==> config.mk <==
export PLATFORM = sky130hd
export DESIGN_NAME = vga_fb_arbiter_flat
export DESIGN_NICKNAME = d
export VERILOG_FILES = /design/src/rtl/vga_fb_pkg.sv /design/src/rtl/vga_fb_arbiter_if.sv /design/src/rtl/vga_fb_arbiter.sv /design/src/flat_wrapper.sv
export SDC_FILE = /design/constraint.sdc
export NUM_CORES = 1
export LEC_CHECK = 0
export ABC_AREA = 1
export BUFFER_PORTS_ARGS = -buffer_cell sky130_fd_sc_hd__buf_4
export CORE_UTILIZATION = 40
export CTS_BUF_LIST = sky130_fd_sc_hd__clkbuf_8
export DETAILED_ROUTE_END_ITERATION = 12
export PLACE_DENSITY = 0.7
export SYNTH_ARGS = -nofsm -noshare
export SYNTH_HDL_FRONTEND = slang
export SYNTH_SLANG_ARGS = --single-unit
==> constraint.sdc <==
create_clock -name clk -period 1.9 [get_ports clk]
set_input_delay 0.19 -clock clk [delete_from_list [all_inputs] [get_ports clk]]
set_output_delay 0.19 -clock clk [all_outputs]
set_load 0.05 [all_outputs]
==> src/rtl/vga_fb_pkg.sv <==
// rtl/vga_fb_pkg.sv - shared display geometry constants and arbiter FSM state
package vga_fb_pkg;

    localparam int H_ACTIVE       = 640;
    localparam int V_ACTIVE       = 480;
    localparam int WORDS_PER_LINE = 40;
    localparam int FB_WORDS       = WORDS_PER_LINE * V_ACTIVE;

    typedef enum logic {
        IDLE  = 1'b0,
        FETCH = 1'b1
    } state_t;

endpackage

==> src/rtl/vga_fb_arbiter_if.sv <==
// rtl/vga_fb_arbiter_if.sv - timing, host, framebuffer RAM and line buffer signals of the arbiter
interface vga_fb_arbiter_if #(
    parameter int ADDR_W = 15
);

    logic              line_start;
    logic [9:0]        next_line;
    logic              host_valid;
    logic              host_ready;
    logic [ADDR_W-1:0] host_addr;
    logic [15:0]       host_data;
    logic              mem_en;
    logic              mem_we;
    logic [ADDR_W-1:0] mem_addr;
    logic [15:0]       mem_wdata;
    logic [15:0]       mem_rdata;
    logic              lb_we;
    logic              lb_bank;
    logic [5:0]        lb_addr;
    logic [15:0]       lb_data;
    logic              fetch_busy;
    logic              underrun;

    modport master (
        output line_start, next_line, host_valid, host_addr, host_data, mem_rdata,
        input  host_ready, mem_en, mem_we, mem_addr, mem_wdata,
        input  lb_we, lb_bank, lb_addr, lb_data, fetch_busy, underrun
    );

    modport slave (
        input  line_start, next_line, host_valid, host_addr, host_data, mem_rdata,
        output host_ready, mem_en, mem_we, mem_addr, mem_wdata,
        output lb_we, lb_bank, lb_addr, lb_data, fetch_busy, underrun
    );

endinterface

==> src/rtl/vga_fb_arbiter.sv <==
// rtl/vga_fb_arbiter.sv - shares the framebuffer RAM between display line prefetch and host writes
// Display fetch wins the RAM except on every HOST_EVERY-th fetch cycle, which is offered to the host.
module vga_fb_arbiter #(
    parameter int WORDS_PER_LINE = vga_fb_pkg::WORDS_PER_LINE,
    parameter int V_ACTIVE       = vga_fb_pkg::V_ACTIVE,
    parameter int ADDR_W         = 15,
    parameter int FB_WORDS       = vga_fb_pkg::FB_WORDS,
    parameter int HOST_EVERY     = 4
) (
    input logic             clk,
    input logic             rst,
    vga_fb_arbiter_if.slave bus
);

    localparam int SLOT_W = (HOST_EVERY > 1) ? $clog2(HOST_EVERY) : 1;

    vga_fb_pkg::state_t state;
    logic [ADDR_W-1:0]  base;
    logic [5:0]         idx;
    logic [SLOT_W-1:0]  slot;
    logic               bank_q;
    logic               lb_we_q;
    logic [5:0]         lb_addr_q;
    logic               busy_q;
    logic               underrun_q;

    logic fetching;
    logic slot_due;
    logic restart;
    logic host_xfer;
    logic host_wr;
    logic rd_issue;
    logic rd_last;

    assign fetching = (state == vga_fb_pkg::FETCH);
    assign slot_due = (slot == SLOT_W'(HOST_EVERY - 1));
    assign restart  = bus.line_start && (32'(bus.next_line) < 32'(V_ACTIVE));

    // Ready looks only at state, slot counter and host_valid so the host never sees a loop through the RAM path.
    assign bus.host_ready = !rst && (!fetching || (slot_due && bus.host_valid));
    assign host_xfer      = bus.host_ready && bus.host_valid;
    assign host_wr        = host_xfer && (32'(bus.host_addr) < 32'(FB_WORDS));

    // A restart cycle issues no read, so the only trailing strobe belongs to the line being abandoned.
    assign rd_issue = fetching && !(slot_due && bus.host_valid) && !restart;
    assign rd_last  = (idx == 6'(WORDS_PER_LINE - 1));

    assign bus.mem_en    = host_wr || rd_issue;
    assign bus.mem_we    = host_wr;
    assign bus.mem_addr  = host_wr  ? bus.host_addr :
                           rd_issue ? (base + ADDR_W'(idx)) : '0;
    assign bus.mem_wdata = host_wr ? bus.host_data : '0;

    assign bus.lb_we      = lb_we_q;
    assign bus.lb_bank    = bank_q;
    assign bus.lb_addr    = lb_addr_q;
    assign bus.lb_data    = lb_we_q ? bus.mem_rdata : '0;
    assign bus.fetch_busy = busy_q;
    assign bus.underrun   = underrun_q;

    always_ff @(posedge clk or posedge rst) begin
        if (rst) begin
            state      <= vga_fb_pkg::IDLE;
            base       <= '0;
            idx        <= '0;
            slot       <= '0;
            bank_q     <= 1'b0;
            lb_we_q    <= 1'b0;
            lb_addr_q  <= '0;
            busy_q     <= 1'b0;
            underrun_q <= 1'b0;
        end else begin
            underrun_q <= bus.line_start && busy_q;
            lb_we_q    <= rd_issue;
            if (rd_issue) begin
                lb_addr_q <= idx;
            end
            // Busy covers the fetch cycles plus the final read's return strobe.
            busy_q <= restart || fetching;

            if (restart) begin
                state  <= vga_fb_pkg::FETCH;
                base   <= ADDR_W'(bus.next_line) * ADDR_W'(WORDS_PER_LINE);
                idx    <= '0;
                slot   <= '0;
                bank_q <= !bank_q;
            end else if (fetching) begin
                slot <= slot_due ? '0 : slot + SLOT_W'(1);
                if (rd_issue) begin
                    idx <= idx + 6'd1;
                    if (rd_last) begin
                        state <= vga_fb_pkg::IDLE;
                    end
                end
            end
        end
    end

endmodule

==> src/flat_wrapper.sv <==
// flat-port wrapper written by rule: the top's interface ports become plain ports
module vga_fb_arbiter_flat 
#(
    parameter int WORDS_PER_LINE = vga_fb_pkg::WORDS_PER_LINE,
    parameter int V_ACTIVE       = vga_fb_pkg::V_ACTIVE,
    parameter int ADDR_W         = 15,
    parameter int FB_WORDS       = vga_fb_pkg::FB_WORDS,
    parameter int HOST_EVERY     = 4
)
  (clk, rst, bus_line_start, bus_next_line, bus_host_valid, bus_host_addr, bus_host_data, bus_mem_rdata, bus_host_ready, bus_mem_en, bus_mem_we, bus_mem_addr, bus_mem_wdata, bus_lb_we, bus_lb_bank, bus_lb_addr, bus_lb_data, bus_fetch_busy, bus_underrun);
  vga_fb_arbiter_if #(.ADDR_W(ADDR_W)) bus_i ();
  input logic clk;
  input logic rst;
  input wire logic [$bits(bus_i.line_start)-1:0] bus_line_start;
  input wire logic [$bits(bus_i.next_line)-1:0] bus_next_line;
  input wire logic [$bits(bus_i.host_valid)-1:0] bus_host_valid;
  input wire logic [$bits(bus_i.host_addr)-1:0] bus_host_addr;
  input wire logic [$bits(bus_i.host_data)-1:0] bus_host_data;
  input wire logic [$bits(bus_i.mem_rdata)-1:0] bus_mem_rdata;
  output wire logic [$bits(bus_i.host_ready)-1:0] bus_host_ready;
  output wire logic [$bits(bus_i.mem_en)-1:0] bus_mem_en;
  output wire logic [$bits(bus_i.mem_we)-1:0] bus_mem_we;
  output wire logic [$bits(bus_i.mem_addr)-1:0] bus_mem_addr;
  output wire logic [$bits(bus_i.mem_wdata)-1:0] bus_mem_wdata;
  output wire logic [$bits(bus_i.lb_we)-1:0] bus_lb_we;
  output wire logic [$bits(bus_i.lb_bank)-1:0] bus_lb_bank;
  output wire logic [$bits(bus_i.lb_addr)-1:0] bus_lb_addr;
  output wire logic [$bits(bus_i.lb_data)-1:0] bus_lb_data;
  output wire logic [$bits(bus_i.fetch_busy)-1:0] bus_fetch_busy;
  output wire logic [$bits(bus_i.underrun)-1:0] bus_underrun;
  assign bus_i.line_start = bus_line_start;
  assign bus_i.next_line = bus_next_line;
  assign bus_i.host_valid = bus_host_valid;
  assign bus_i.host_addr = bus_host_addr;
  assign bus_i.host_data = bus_host_data;
  assign bus_i.mem_rdata = bus_mem_rdata;
  assign bus_host_ready = bus_i.host_ready;
  assign bus_mem_en = bus_i.mem_en;
  assign bus_mem_we = bus_i.mem_we;
  assign bus_mem_addr = bus_i.mem_addr;
  assign bus_mem_wdata = bus_i.mem_wdata;
  assign bus_lb_we = bus_i.lb_we;
  assign bus_lb_bank = bus_i.lb_bank;
  assign bus_lb_addr = bus_i.lb_addr;
  assign bus_lb_data = bus_i.lb_data;
  assign bus_fetch_busy = bus_i.fetch_busy;
  assign bus_underrun = bus_i.underrun;
  vga_fb_arbiter #(.WORDS_PER_LINE(WORDS_PER_LINE), .V_ACTIVE(V_ACTIVE), .ADDR_W(ADDR_W), .FB_WORDS(FB_WORDS), .HOST_EVERY(HOST_EVERY)) u_core (.clk(clk), .rst(rst), .bus(bus_i));
endmodule
Yosys cells after proc, flatten, opt, wreduce, memory -nomap -nowiden
Index checks and enable logic that the tools add are counted.
{ "word_totals": {"wordCells": 50, "output_inout_bits": 60, "inputBits": 61, "reg_bits": 31} }
{ "classes": {"n_mul": 1, "n_addsub": 3, "eq_ne": 2, "n_reduce_logical": 19, "n_lt_le_gt_ge": 2, "mux": 14} }
{ "op_table": {"columns": ["cell", "count"], "rows": [
  ["$mux W16", 2],
  ["$mux W15", 2],
  ["$mux W6", 3],
  ["$add A15 B6 Y15", 1],
  ["$lt A15 B15 Y1 const B", 1],
  ["$mul A10 B3 Y12 const B", 1],
  ["$lt A10 B9 Y1 const B", 1],
  ["$logic_and A1 B1 Y1", 8],
  ["$add A6 B1 Y6 const B", 1],
  ["$eq A6 B6 Y1 const B", 1],
  ["$mux W2", 3],
  ["$logic_not A1 Y1", 5],
  ["$mux W1", 4],
  ["$reduce_bool A2 Y1", 2],
  ["$logic_or A1 B1 Y1", 3],
  ["$add A2 B1 Y2 const B", 1],
  ["$eq A2 B2 Y1 const B", 1],
  ["$reduce_and A2 Y1", 1]
]} }

Logic depth before layout (Yosys ltp)
Gate-level depths: netlist of run 1.
{ "depth": {"ltp_word": 8, "ltp_mapped": 9, "ltp_nobuf": 9} }

Worst setup path after synthesis of run 1
No wires, ideal clock.
{ "synth_path": {"path_kind": "in2out", "start": "input port rst", "end": "output port bus_mem_wdata[0]", "arrival_ns": 1.988, "t_required_ns": 1.710, "setup_slack_ns": -0.278, "path_buffers": 1, "path_stages": 5, "path_cell_list": "inv_1 > and3_1 > buf_6 > nand2_8 > nor2_1"} }
{ "synth_between": {"elab_chain_len": 5} }
{ "synth_rtl": {"columns": ["item", "line_no", "text"], "rows": [
  ["start, declared", "flat_wrapper.sv:13", "input logic rst;"],
  ["$logic_not A1 Y1", "vga_fb_arbiter.sv:40", "assign bus.host_ready = !rst && (!fetching || (slot_due && bus.host_valid));"],
  ["$logic_and A1 B1 Y1", "vga_fb_arbiter.sv:40", null],
  ["$logic_and A1 B1 Y1", "vga_fb_arbiter.sv:41", "assign host_xfer = bus.host_ready && bus.host_valid;"],
  ["$logic_and A1 B1 Y1", "vga_fb_arbiter.sv:42", "assign host_wr = host_xfer && (32'(bus.host_addr) < 32'(FB_WORDS));"],
  ["$mux W16", "vga_fb_arbiter.sv:52", "assign bus.mem_wdata = host_wr ? bus.host_data : '0;"],
  ["end, declared", "flat_wrapper.sv:24", "output wire logic [$bits(bus_i.mem_wdata)-1:0] bus_mem_wdata;"]
]} }
No other way between the ends.

Final worst setup path of run 1
{ "layout_path": {"start": "register u_core.idx[3]", "end": "output port bus_mem_addr[5]"} }
{ "layout_between": {"elab_chain_len": 3} }
{ "layout_rtl": {"columns": ["item", "line_no", "text"], "rows": [
  ["start, declared", "vga_fb_arbiter.sv:19", "logic [5:0] idx;"],
  ["start signal, assigned", "vga_fb_arbiter.sv:90", "idx <= idx + 6'd1;"],
  ["$add A15 B6 Y15", "vga_fb_arbiter.sv:51", "rd_issue ? (base + ADDR_W'(idx)) : '0;"],
  ["$mux W15", "vga_fb_arbiter.sv:51", null],
  ["$mux W15", "vga_fb_arbiter.sv:50", "assign bus.mem_addr = host_wr ? bus.host_addr :"],
  ["end, declared", "flat_wrapper.sv:23", "output wire logic [$bits(bus_i.mem_addr)-1:0] bus_mem_addr;"]
]} }
No other way between the ends.

==> reports/results.tsv, run 1 <==
metric	value	unit
post-route ant nets	0	
Synth top area share	29.5	%
post-DP HPWL	5.74	mm
Post-synth EDFFs	0	
DP Worst Slack	0.0147	ns
Synth Net Count	472	
CORE AREA	6350	µm²
Pwr Total	0.00385	W
IO Pins	121	
P_leak	2.32	nW
drt total wl	7.82	mm
Top FF cell, synth	dfrtp_1	
Final Worst Setup Slack	-0.153	ns
ant diodes	0	
pwr dens	929	nW/µm²
Crit path arrival time	1.86	ns
vias per std cell	4.75	
CP Class	flop to output pin	
die width	83.1	µm
status	finished, violations left	
average size of a mapped cell	6.78	µm²
fin crit period	2.05	ns
crit path launch type	flop	
initial antenna violation count	0	
Skew-Pair Late Insertion Delay	0.28	ns
Syn Std Cell Area	2630	µm²
drt initial violations	124	
failing checks	negative setup slack	
die area	6910	µm²
critical path endpoint category	output pin	
top cells by area, synth	dfrtp_1 29%, nand2_1 18%, ha_1 10%	
Yosys cell types	32	
Final setup viols	19	
area leader, netlist	dfrtp_1	
leading cell type in the layout, fill and taps excluded	nand2_1	
CP required	1.71	ns
via count of the first global-routing pass	2815	
asr flop ratio synth	100	%
CTS Hold Bufs	0	
gpl congestion	0.847	
filler cell count	518	
# H-tree levels	2	
Num Clock Sinks	31	
Post-Syn Instances	388	
TritonCTS Buffers	5	
Placement Rows	29	
max-slew violations	0	
final critical-path share of the clock period	108	%
Fin Clk Skew	0.00511	ns
Final TNS setup	-0.986	ns
total number of vias	2869	
Pre-antenna DRT Iters	4	
yosys warns	0	
FMAX	487	MHz
DRC	0	
CP max-delay cell	dfrtp_1	
Hold Path Class	input port to async pin	
final-report hold violation count	0	
Max FO, Critical Path	2	
commonest non-fill, non-tap cells in the layout	118 x nand2_1, 101 x buf_4, 65 x inv_1	
first-pass GRT wire length	13.0	mm
Worst-Margin Slew	0.498	ns
GRT Overall Usage	23.2	%
clk buf depth	2	
CP peak stage delay	0.41	ns
initial core utilization	41.4	%
clk slew on worst S/H paths	0.07	ns
register area share after synthesis	29.5	%
GRT Residual Overflow	0	
Root Driver	clkbuf_8	
Seq cells post-synth	31	
layout cells sized above 1	36.6	%
RSZ-0062 raised after global routing	yes	
crit-path cells	ha_4 > fa_2 > or2_2 > nand3_2 > nand2_1 > buf_6	
Nets	610	
wire per inst	12.9	µm
worst relative slew slack	66.8	%
# port buffers	120	
CTS tree	done	
max-cap viol count	0	
Die Ht	83.1	µm
largest net degree at the start of global routing	32	
Max VDD drop	0.703	mV
Area Growth Syn to Fin	57.4	%
-- report_power, final --
group	switching [W]	internal [W]	leakage (nW)	total (W)
Clock	0.000237	0.000250	0.0453	0.000487
Sequential	0.000162	0.000833	0.379	0.000994
Combinational	0.00151	0.000854	1.89	0.00237
-- what timing repair did --
| action | 4_1_cts | 5_1_grt |
|---|---|---|
| gates cloned | 3 | 0 |
| endpoints found under the setup margin | 33 | 33 |
| resized for setup | 57 | 26 |
| buffers inserted | 7 | 3 |
| pin swaps | 5 | 5 |
-- per-layer routing --
layer | track usage [%] | wire, µm | part of all wire, % | vias to the layer above
met5 | 0 | 0 | 0 | -
met4 | 8.78 | 207 | 2.6 | 0
met3 | 4.57 | 462 | 5.9 | 19
met2 | 39.8 | 3730 | 48 | 102
met1 | 28.7 | 3420 | 44 | 1261
li1 | - | - | - | 1487
-- cells by family after synthesis --
| group | count (synthesis) | synth area share, % |
|---|---|---|
| compound gates | 28 | 5.85 |
| xor+xnor | 1 | 0.333 |
| fa+ha+maj | 23 | 11.5 |
| buf+inv | 80 | 13.4 |
| flops | 31 | 29.5 |
| simple gates | 225 | 39.5 |
-- synth_stat cells, drive strengths merged, types with 6 or more instances --
cell / count
a21oi: 12
buf: 8
dfrtp: 31
ha: 21
inv: 70
nand2: 129
nand3: 44
nand4: 6
nor2: 39
o21ai: 13
-- layout make-up --
cell class | instances | area [µm²] | area share (%)
clock buffers | 5 | 68.8 | 1.66
clock inverters | 3 | 16.3 | 0.393
inverters | 70 | 272 | 6.55
multi-input cells | 279 | 1680 | 40.5
flip-flops and latches | 31 | 777 | 18.8
well taps | 77 | 96.3 | 2.33
repair buffers | 138 | 1230 | 29.6
repair inverters | 1 | 8.76 | 0.211
-- stage by stage --
step                      instance area [µm²]  hold slack, ns  util, %  instances
after floorplan                          2640           0.115        -        388
after global placement                   3610           0.340     56.9        583
after detailed placement                 3610           0.338     56.9        583
after CTS                                4010          0.0263     63.2        601
after global routing                     4140          0.0441     65.2        604
final                                    4140          0.0253     65.2        604
-- registers in the layout, indices dropped and copies added (netlist names) --
name and flops:
u_core.bus.lb_we 1, u_core.bus.lb_bank 1, u_core.idx 6, u_core.bus.underrun 1, u_core.bus.fetch_busy 1, u_core.fetching 1
u_core.base 12, u_core.bus.lb_addr 6, u_core.slot 2
-- final timing paths --
| check | slack [ns] | endpoint | cells past startpoint | start |
|---|---|---|---|---|
| max in group asynchronous | 1.57 | u_core.idx[4] | 3 | rst |
| max | -0.15 | bus_mem_addr[5] | 6 | u_core.idx[3] |
| min in group clk | 0.10 | u_core.bus.underrun | 3 | bus_line_start |
| min | 0.03 | u_core.idx[2] | 3 | rst |
| min reg2reg | 0.48 | u_core.bus.underrun | 2 | u_core.bus.fetch_busy |
| max reg2reg | 0.36 | u_core.idx[4] | 9 | u_core.slot[0] |
-- worst max-delay path: cells and delay by family, from the launching register on --
kind / cells / cell delay, ns
DFF: 1 / 0.41
buffers and inverters: 1 / 0.16
adders and majority gates: 2 / 0.56
and+or+nand+nor: 3 / 0.46
Note: power is estimated with default switching activity, not from simulation.
==> run 2: changes to the inputs <==
- CORE_MARGIN: unset -> 8
- SETUP_SLACK_MARGIN: unset -> 0.1
- SLEW_MARGIN: unset -> 10
==> run 2 against run 1 <==
  * First-iteration DRC count fell by 33%
  * Via count rose by 3.4%
  * Largest power group unchanged
  * Worst hold slack got worse by 0.0044 ns
  * Sequential share of layout area fell by 1.3 points
  * Global-route usage fell by 3.3 points
  * Sequential power barely moved
  * The flow still finishes with violations (negative setup slack)
  * Sequential cell count did not move
  * Routed wire length rose by 20%
  * Core utilization rose by 4.8 points
  * Critical path depth rose by 4
  * Clock skew barely moved
  * Worst setup slack got worse by 0.050 ns
==> reports/results.tsv, run 2 (synthesis results as in run 1) <==
metric	value	unit	change
die area	9430	µm²	+37%
P_leak	2.42	nW	+4.6%
Max FO, Critical Path	5		+3
crit path launch type	flop		
Fin Clk Skew	0.00487	ns	-0.000244 ns
Skew-Pair Late Insertion Delay	0.28	ns	about the same
critical path endpoint category	output pin		
met2 usage	35.7	%	-4.1 points
first-pass GRT wire length	15.7	mm	+21%
RSZ-0062 raised after global routing	yes		
die width	97.1	µm	+17%
Placement Rows	29		unchanged
pwr dens	916	nW/µm²	-1.4%
CTS tree	done		
fin crit period	2.10	ns	+0.0504 ns
Area Growth Syn to Fin	69.0	%	
initial core utilization	41.4	%	unchanged
gpl congestion	0.873		+3.0%
total number of vias	2967		+3.4%
FMAX	475	MHz	-2.4%
Final setup viols	31		+12
CP required	1.71	ns	about the same
drt initial violations	83		-33%
worst relative slew slack	66.6	%	-0.20 points
WP buf/inv	3		+2
Combinational Power Share	63.1	%	+1.6 points
max-cap viol count	0		unchanged
Nets	624		+2.3%
final-report hold violation count	0		unchanged
Die Ht	97.1	µm	+17%
Final Worst Setup Slack	-0.203	ns	-0.0504 ns
GRT Overall Usage	19.9	%	-3.3 points
failing checks	negative setup slack		
post-route ant nets	0		unchanged
CP top delay family	adder cells		
leading cell type in the layout, fill and taps excluded	buf_4		
Hold Path Class	input port to async pin		
Worst-Margin Slew	0.501	ns	+0.00305 ns
drt total wl	9.35	mm	+20%
status	finished, violations left		
initial antenna violation count	0		unchanged
Crit path arrival time	1.91	ns	+0.05 ns
DRC	0		unchanged
crit-path cells	ha_2 > fa_2 > nand2_4 > a21oi_4 > buf_12 > inv_4 > o21bai_1 > nand3_1 > nand2_2 > buf_8		
clk slew on worst S/H paths	0.07	ns	about the same
CTS Hold Bufs	0		unchanged
post-DP HPWL	6.96	mm	+21%
Final Util	70.0	%	+4.8 points
CP max-delay cell	dfrtp_1		
layer with the highest usage	met2		
max-slew violations	0		unchanged
Net Sw Power	0.00200	W	+4.9%
TritonCTS Buffers	5		unchanged
via count of the first global-routing pass	3064		+8.8%
switching part of the total	49.2	%	-0.46 points
wire per inst	15.1	µm	+17%
final critical-path share of the clock period	111	%	+2.7 points
largest net degree at the start of global routing	32		unchanged
placed inst area	3700	µm²	+2.4%
Post-Layout Inst Area	4450	µm²	+7.3%
# H-tree levels	2		unchanged
# port buffers	120		unchanged
GR Layer Usage met3	4.69	%	+0.12 points
CORE AREA	6350	µm²	unchanged
max reg flops	12		unchanged
clk buf depth	2		unchanged
ant diodes	0		unchanged
CP Class	flop to output pin		
CP peak stage delay	0.39	ns	-0.02 ns
layout cells sized above 1	42.7	%	+6.1 points
Max VDD drop	0.641	mV	-8.8%
register share of total power	24.4	%	-1.4 points
global-route track usage on met1	23.2	%	-5.5 points
IO Pins	121		unchanged
filler cell count	460		-11%
commonest non-fill, non-tap cells in the layout	107 x buf_4, 103 x nand2_1, 64 x inv_1		
vias per std cell	4.80		+1.1%
P_int	0.00207	W	+6.8%
GRT Residual Overflow	0		unchanged
Largest Register	u_core.base		
Pre-antenna DRT Iters	4		unchanged
Num Clock Sinks	31		unchanged
Root Driver	clkbuf_8		
Clock Power Share	12.5	%	-0.2 points
==> run 2: changes by cell type in the layout (fill, tap and decap cells not counted), sizes merged <==
cell,before,now
clkinvlp,2,3
buf,138,152
nand2,131,132
inv,71,69
==> run 2: power by group through the flow <==
stage / combinational [W] / clock [W] / sequential [W]
2_1_floorplan: 0.00130 / 0 / 0.00117
3_3_place_gp: 0.00216 / 0 / 0.000990
3_5_place_dp: 0.00218 / 0 / 0.00100
4_1_cts: 0.00247 / 0.000525 / 0.000991
5_1_grt: 0.00276 / 0.000550 / 0.00102
6_report: 0.00257 / 0.000507 / 0.000994
==> run 2: path summary, 6_finish.rpt <==
kind,endpoint,cells past startpoint,from,slack [ns]
worst max-delay path,bus_mem_addr[13],10,u_core.idx[3],-0.20
worst min-delay path,u_core.idx[2],3,rst,0.02
worst max register to register,u_core.fetching,12,u_core.slot[1],0.28
worst min register to register,u_core.bus.underrun,2,u_core.bus.fetch_busy,0.48
max in group asynchronous,u_core.base[14],3,rst,1.57
min in group clk,u_core.bus.underrun,3,bus_line_start,0.10
==> run 2: timing repair <==
action                     4_1_cts  5_1_grt
setup endpoints to repair       33       34
pin swaps                       17       10
buffers inserted                14        6
gates cloned                     3        0
gates resized for setup         92       20
==> run 2: cell type report <==
cell class | count | area, µm² | share of cell area [%]
multi-input combinational | 280 | 1770 | 39.9
sequential | 31 | 776 | 17.4
tap | 77 | 96.3 | 2.17
clock inverter | 3 | 20.0 | 0.450
timing repair buffer | 152 | 1440 | 32.3
clock buffer | 5 | 68.8 | 1.55
inverter | 70 | 277 | 6.22
==> run 2: per-layer routing <==
layer,routed length [µm],vias up
met5,0,-
met3,627,7
li1,-,1516
met2,4710,97
met4,78,0
met1,3930,1347
==> run 2: metrics by stage <==
stage               hold slack, ns  total power [W]  setup WS, ns  instances  TNS, ns
finish                      0.0208          0.00407        -0.203        618    -2.79
global route                0.0514          0.00433        -0.339        618    -5.37
CTS                         0.0322          0.00399        -0.234        612    -2.08
detailed placement           0.339          0.00318        -0.102        587   -0.182
global placement             0.334          0.00315       -0.0767        587  -0.0767
floorplan                    0.115          0.00247        0.0351        388        0
==> run 2: worst reg2reg max path: stages, from the launching register on <==
cell     delay [ns]
dfrtp_1        0.40
ha_2           0.19
nand2_2        0.06
nand2_2        0.07
inv_2          0.08
nand2_4        0.08
inv_6          0.09
buf_6          0.13
buf_4          0.10
buf_4          0.11
nand3_1        0.10
nand2_1        0.08
inv_1          0.03
==> run 3: changes to the inputs <==
- CORE_ASPECT_RATIO: unset -> 0.9
==> run 3 against run 2 <==
  * The flow still finishes with violations (negative setup slack)
  * Non-clock buffer count is 15 lower
  * Clock skew is 0.0023 ns lower
  * Via count is 1.1% lower
  * Final cell count is 0.65% lower
  * Total power is 1.7% higher
  * Worst setup slack better by 0.051 ns
  * Clock power is 33% higher
  * Routed wire length is 1.1% lower
  * Die area hardly changed
  * Fmax is 2.5% higher
  * Core utilization is 5.3 points lower
  * Worst hold slack better by 0.0046 ns
  * Highest routed layer unchanged
==> reports/results.tsv, run 3 (synthesis results as in run 1) <==
metric	value	unit	change
status	finished, violations left		
failing checks	negative setup slack		
Num Clock Sinks	31		unchanged
P_leak	2.33	nW	-3.7%
drt initial violations	133		+60%
initial core utilization	40.6	%	-0.84 points
Pre-antenna DRT Iters	4		unchanged
CTS tree	done		
clk slew on worst S/H paths	0.07	ns	about the same
max reg flops	12		unchanged
CP Class	flop to output pin		
Max FO, Critical Path	6		+1
vias per std cell	4.78		-0.43%
via count of the first global-routing pass	2773		-9.5%
leading cell type in the layout, fill and taps excluded	nand2_1		
FMAX	487	MHz	+2.5%
r2r worst-path depth	9		-3
placed inst area	3670	µm²	-0.91%
commonest non-fill, non-tap cells in the layout	106 x nand2_1, 100 x buf_4, 64 x inv_1		
max-slew violations	0		unchanged
GRT Residual Overflow	0		unchanged
DP Worst Slack	0.00786	ns	+0.110 ns
CORE AREA	6480	µm²	+2.1%
# H-tree levels	2		unchanged
largest net degree at the start of global routing	32		unchanged
die area	9430	µm²	about the same
max-cap viol count	0		unchanged
Hold Path Class	input port to async pin		
final-report hold violation count	0		unchanged
worst relative slew slack	65.7	%	-0.90 points
gpl congestion	0.843		-3.4%
register area	776	µm²	unchanged
TritonCTS Buffers	5		unchanged
die width	101	µm	+4.5%
filler cell count	562		+22%
initial antenna violation count	0		unchanged
DRT met1 WL	3.98	mm	+1.1%
RSZ-0062 raised after global routing	yes		
Top Layer Used	met4		
Worst-Margin Slew	0.514	ns	+0.0135 ns
Multi-input gate area	1650	µm²	-7.1%
Crit path arrival time	1.86	ns	-0.05 ns
DRC	0		unchanged
Largest Register	u_core.base		
Final Worst Setup Slack	-0.153	ns	+0.0506 ns
# port buffers	120		unchanged
pwr dens	987	nW/µm²	+7.7%
met3 WL	749	µm	+19%
Max VDD drop	0.680	mV	+6.0%
Skew-Pair Late Insertion Delay	0.29	ns	about the same
layout cells sized above 1	39.3	%	-3.4 points
post-DP HPWL	6.97	mm	+0.13%
crit path launch type	flop		
Fin Clk Skew	0.00261	ns	-0.00225 ns
final critical-path share of the clock period	108	%	-2.7 points
Nets	607		-2.7%
post-route ant nets	0		unchanged
wire per inst	15.1	µm	-0.46%
Root Driver	clkbuf_8		
critical path endpoint category	output pin		
Post-Layout Inst Area	4200	µm²	-5.6%
clk buf depth	2		unchanged
GRT Overall Usage	18.8	%	-1.1 points
IO Pins	121		unchanged
Final setup viols	31		unchanged
total number of vias	2935		-1.1%
Area Growth Syn to Fin	59.5	%	
fin crit period	2.05	ns	-0.0506 ns
RR Startpoint	u_core.slot[0]		
Placement Rows	28		-3.4%
first-pass GRT wire length	14.2	mm	-9.9%
Die Ht	92.9	µm	-4.3%
Worst R2R Setup Slack	0.35	ns	+0.07 ns
drt total wl	9.25	mm	-1.1%
met2 WL	4.42	mm	-6.2%
RR Endpoint	u_core.idx[4]		
ant diodes	0		unchanged
CTS Hold Bufs	0		unchanged
CP required	1.71	ns	about the same
Pwr Total	0.00414	W	+1.7%
Final Util	64.7	%	-5.3 points
run 3: worst max path at each step:
| stage | from | to | slack (ns) | cells after the start |
|---|---|---|---|---|
| after global routing | u_core.base[3] | bus_mem_addr[13] | -0.28 | 9 |
| after global placement | bus_next_line[1] | u_core.base[10] | 0.05 | 8 |
| after CTS | u_core.idx[3] | bus_mem_addr[13] | -0.15 | 9 |
| final | u_core.idx[3] | bus_mem_addr[13] | -0.15 | 9 |
| after floorplan | u_core.slot[0] | bus_mem_wdata[0] | 0.04 | 7 |
| after detailed placement | bus_next_line[1] | u_core.base[10] | 0.008 | 9 |
run 3: final cells by class:
type                    instances  area share, %
clock inverters                 2          0.835
repair buffers                137           30.1
flip-flops and latches         31           18.5
inverters                      70           6.47
well taps                      90           2.68
clock buffers                   6           1.97
repair inverters                1          0.149
multi-input cells             277           39.3
run 3: repair_timing:
item,CTS,global route
resized for setup,66,15
setup endpoints to repair,33,33
setup buffers,7,2
pin swaps,6,4
gates cloned,2,0
run 3: metrics by stage:
| stage | instances | setup TNS [ns] | hold WS (ns) |
|---|---|---|---|
| after detailed placement | 595 | 0 | 0.344 |
| after floorplan | 388 | 0 | 0.115 |
| after global routing | 614 | -5.28 | 0.0511 |
| final | 614 | -2.31 | 0.0254 |
| after global placement | 595 | 0 | 0.345 |
| after CTS | 612 | -1.51 | 0.0366 |
run 3: report_power, final:
part / internal [W] / switching, W / total, W
sequential: 0.000832 / 0.000167 / 0.000999
combinational: 0.000909 / 0.00156 / 0.00247
clock: 0.000424 / 0.000251 / 0.000675
run 3: critical path, stage by stage (launching register included):
cell,delay [ns]
dfrtp_1,0.35
ha_2,0.20
fa_2,0.23
nand2_4,0.07
a21oi_4,0.20
inv_2,0.06
o21bai_1,0.12
nand3_1,0.11
nand2_2,0.09
buf_8,0.14
run 3: per-layer routing:
| layer | vias to the layer above | global-route usage [%] |
|---|---|---|
| li1 | 1485 | - |
| met1 | 1345 | 23.3 |
| met2 | 97 | 31.2 |
| met3 | 8 | 5.25 |
| met4 | 0 | 4.96 |
| met5 | - | 0 |
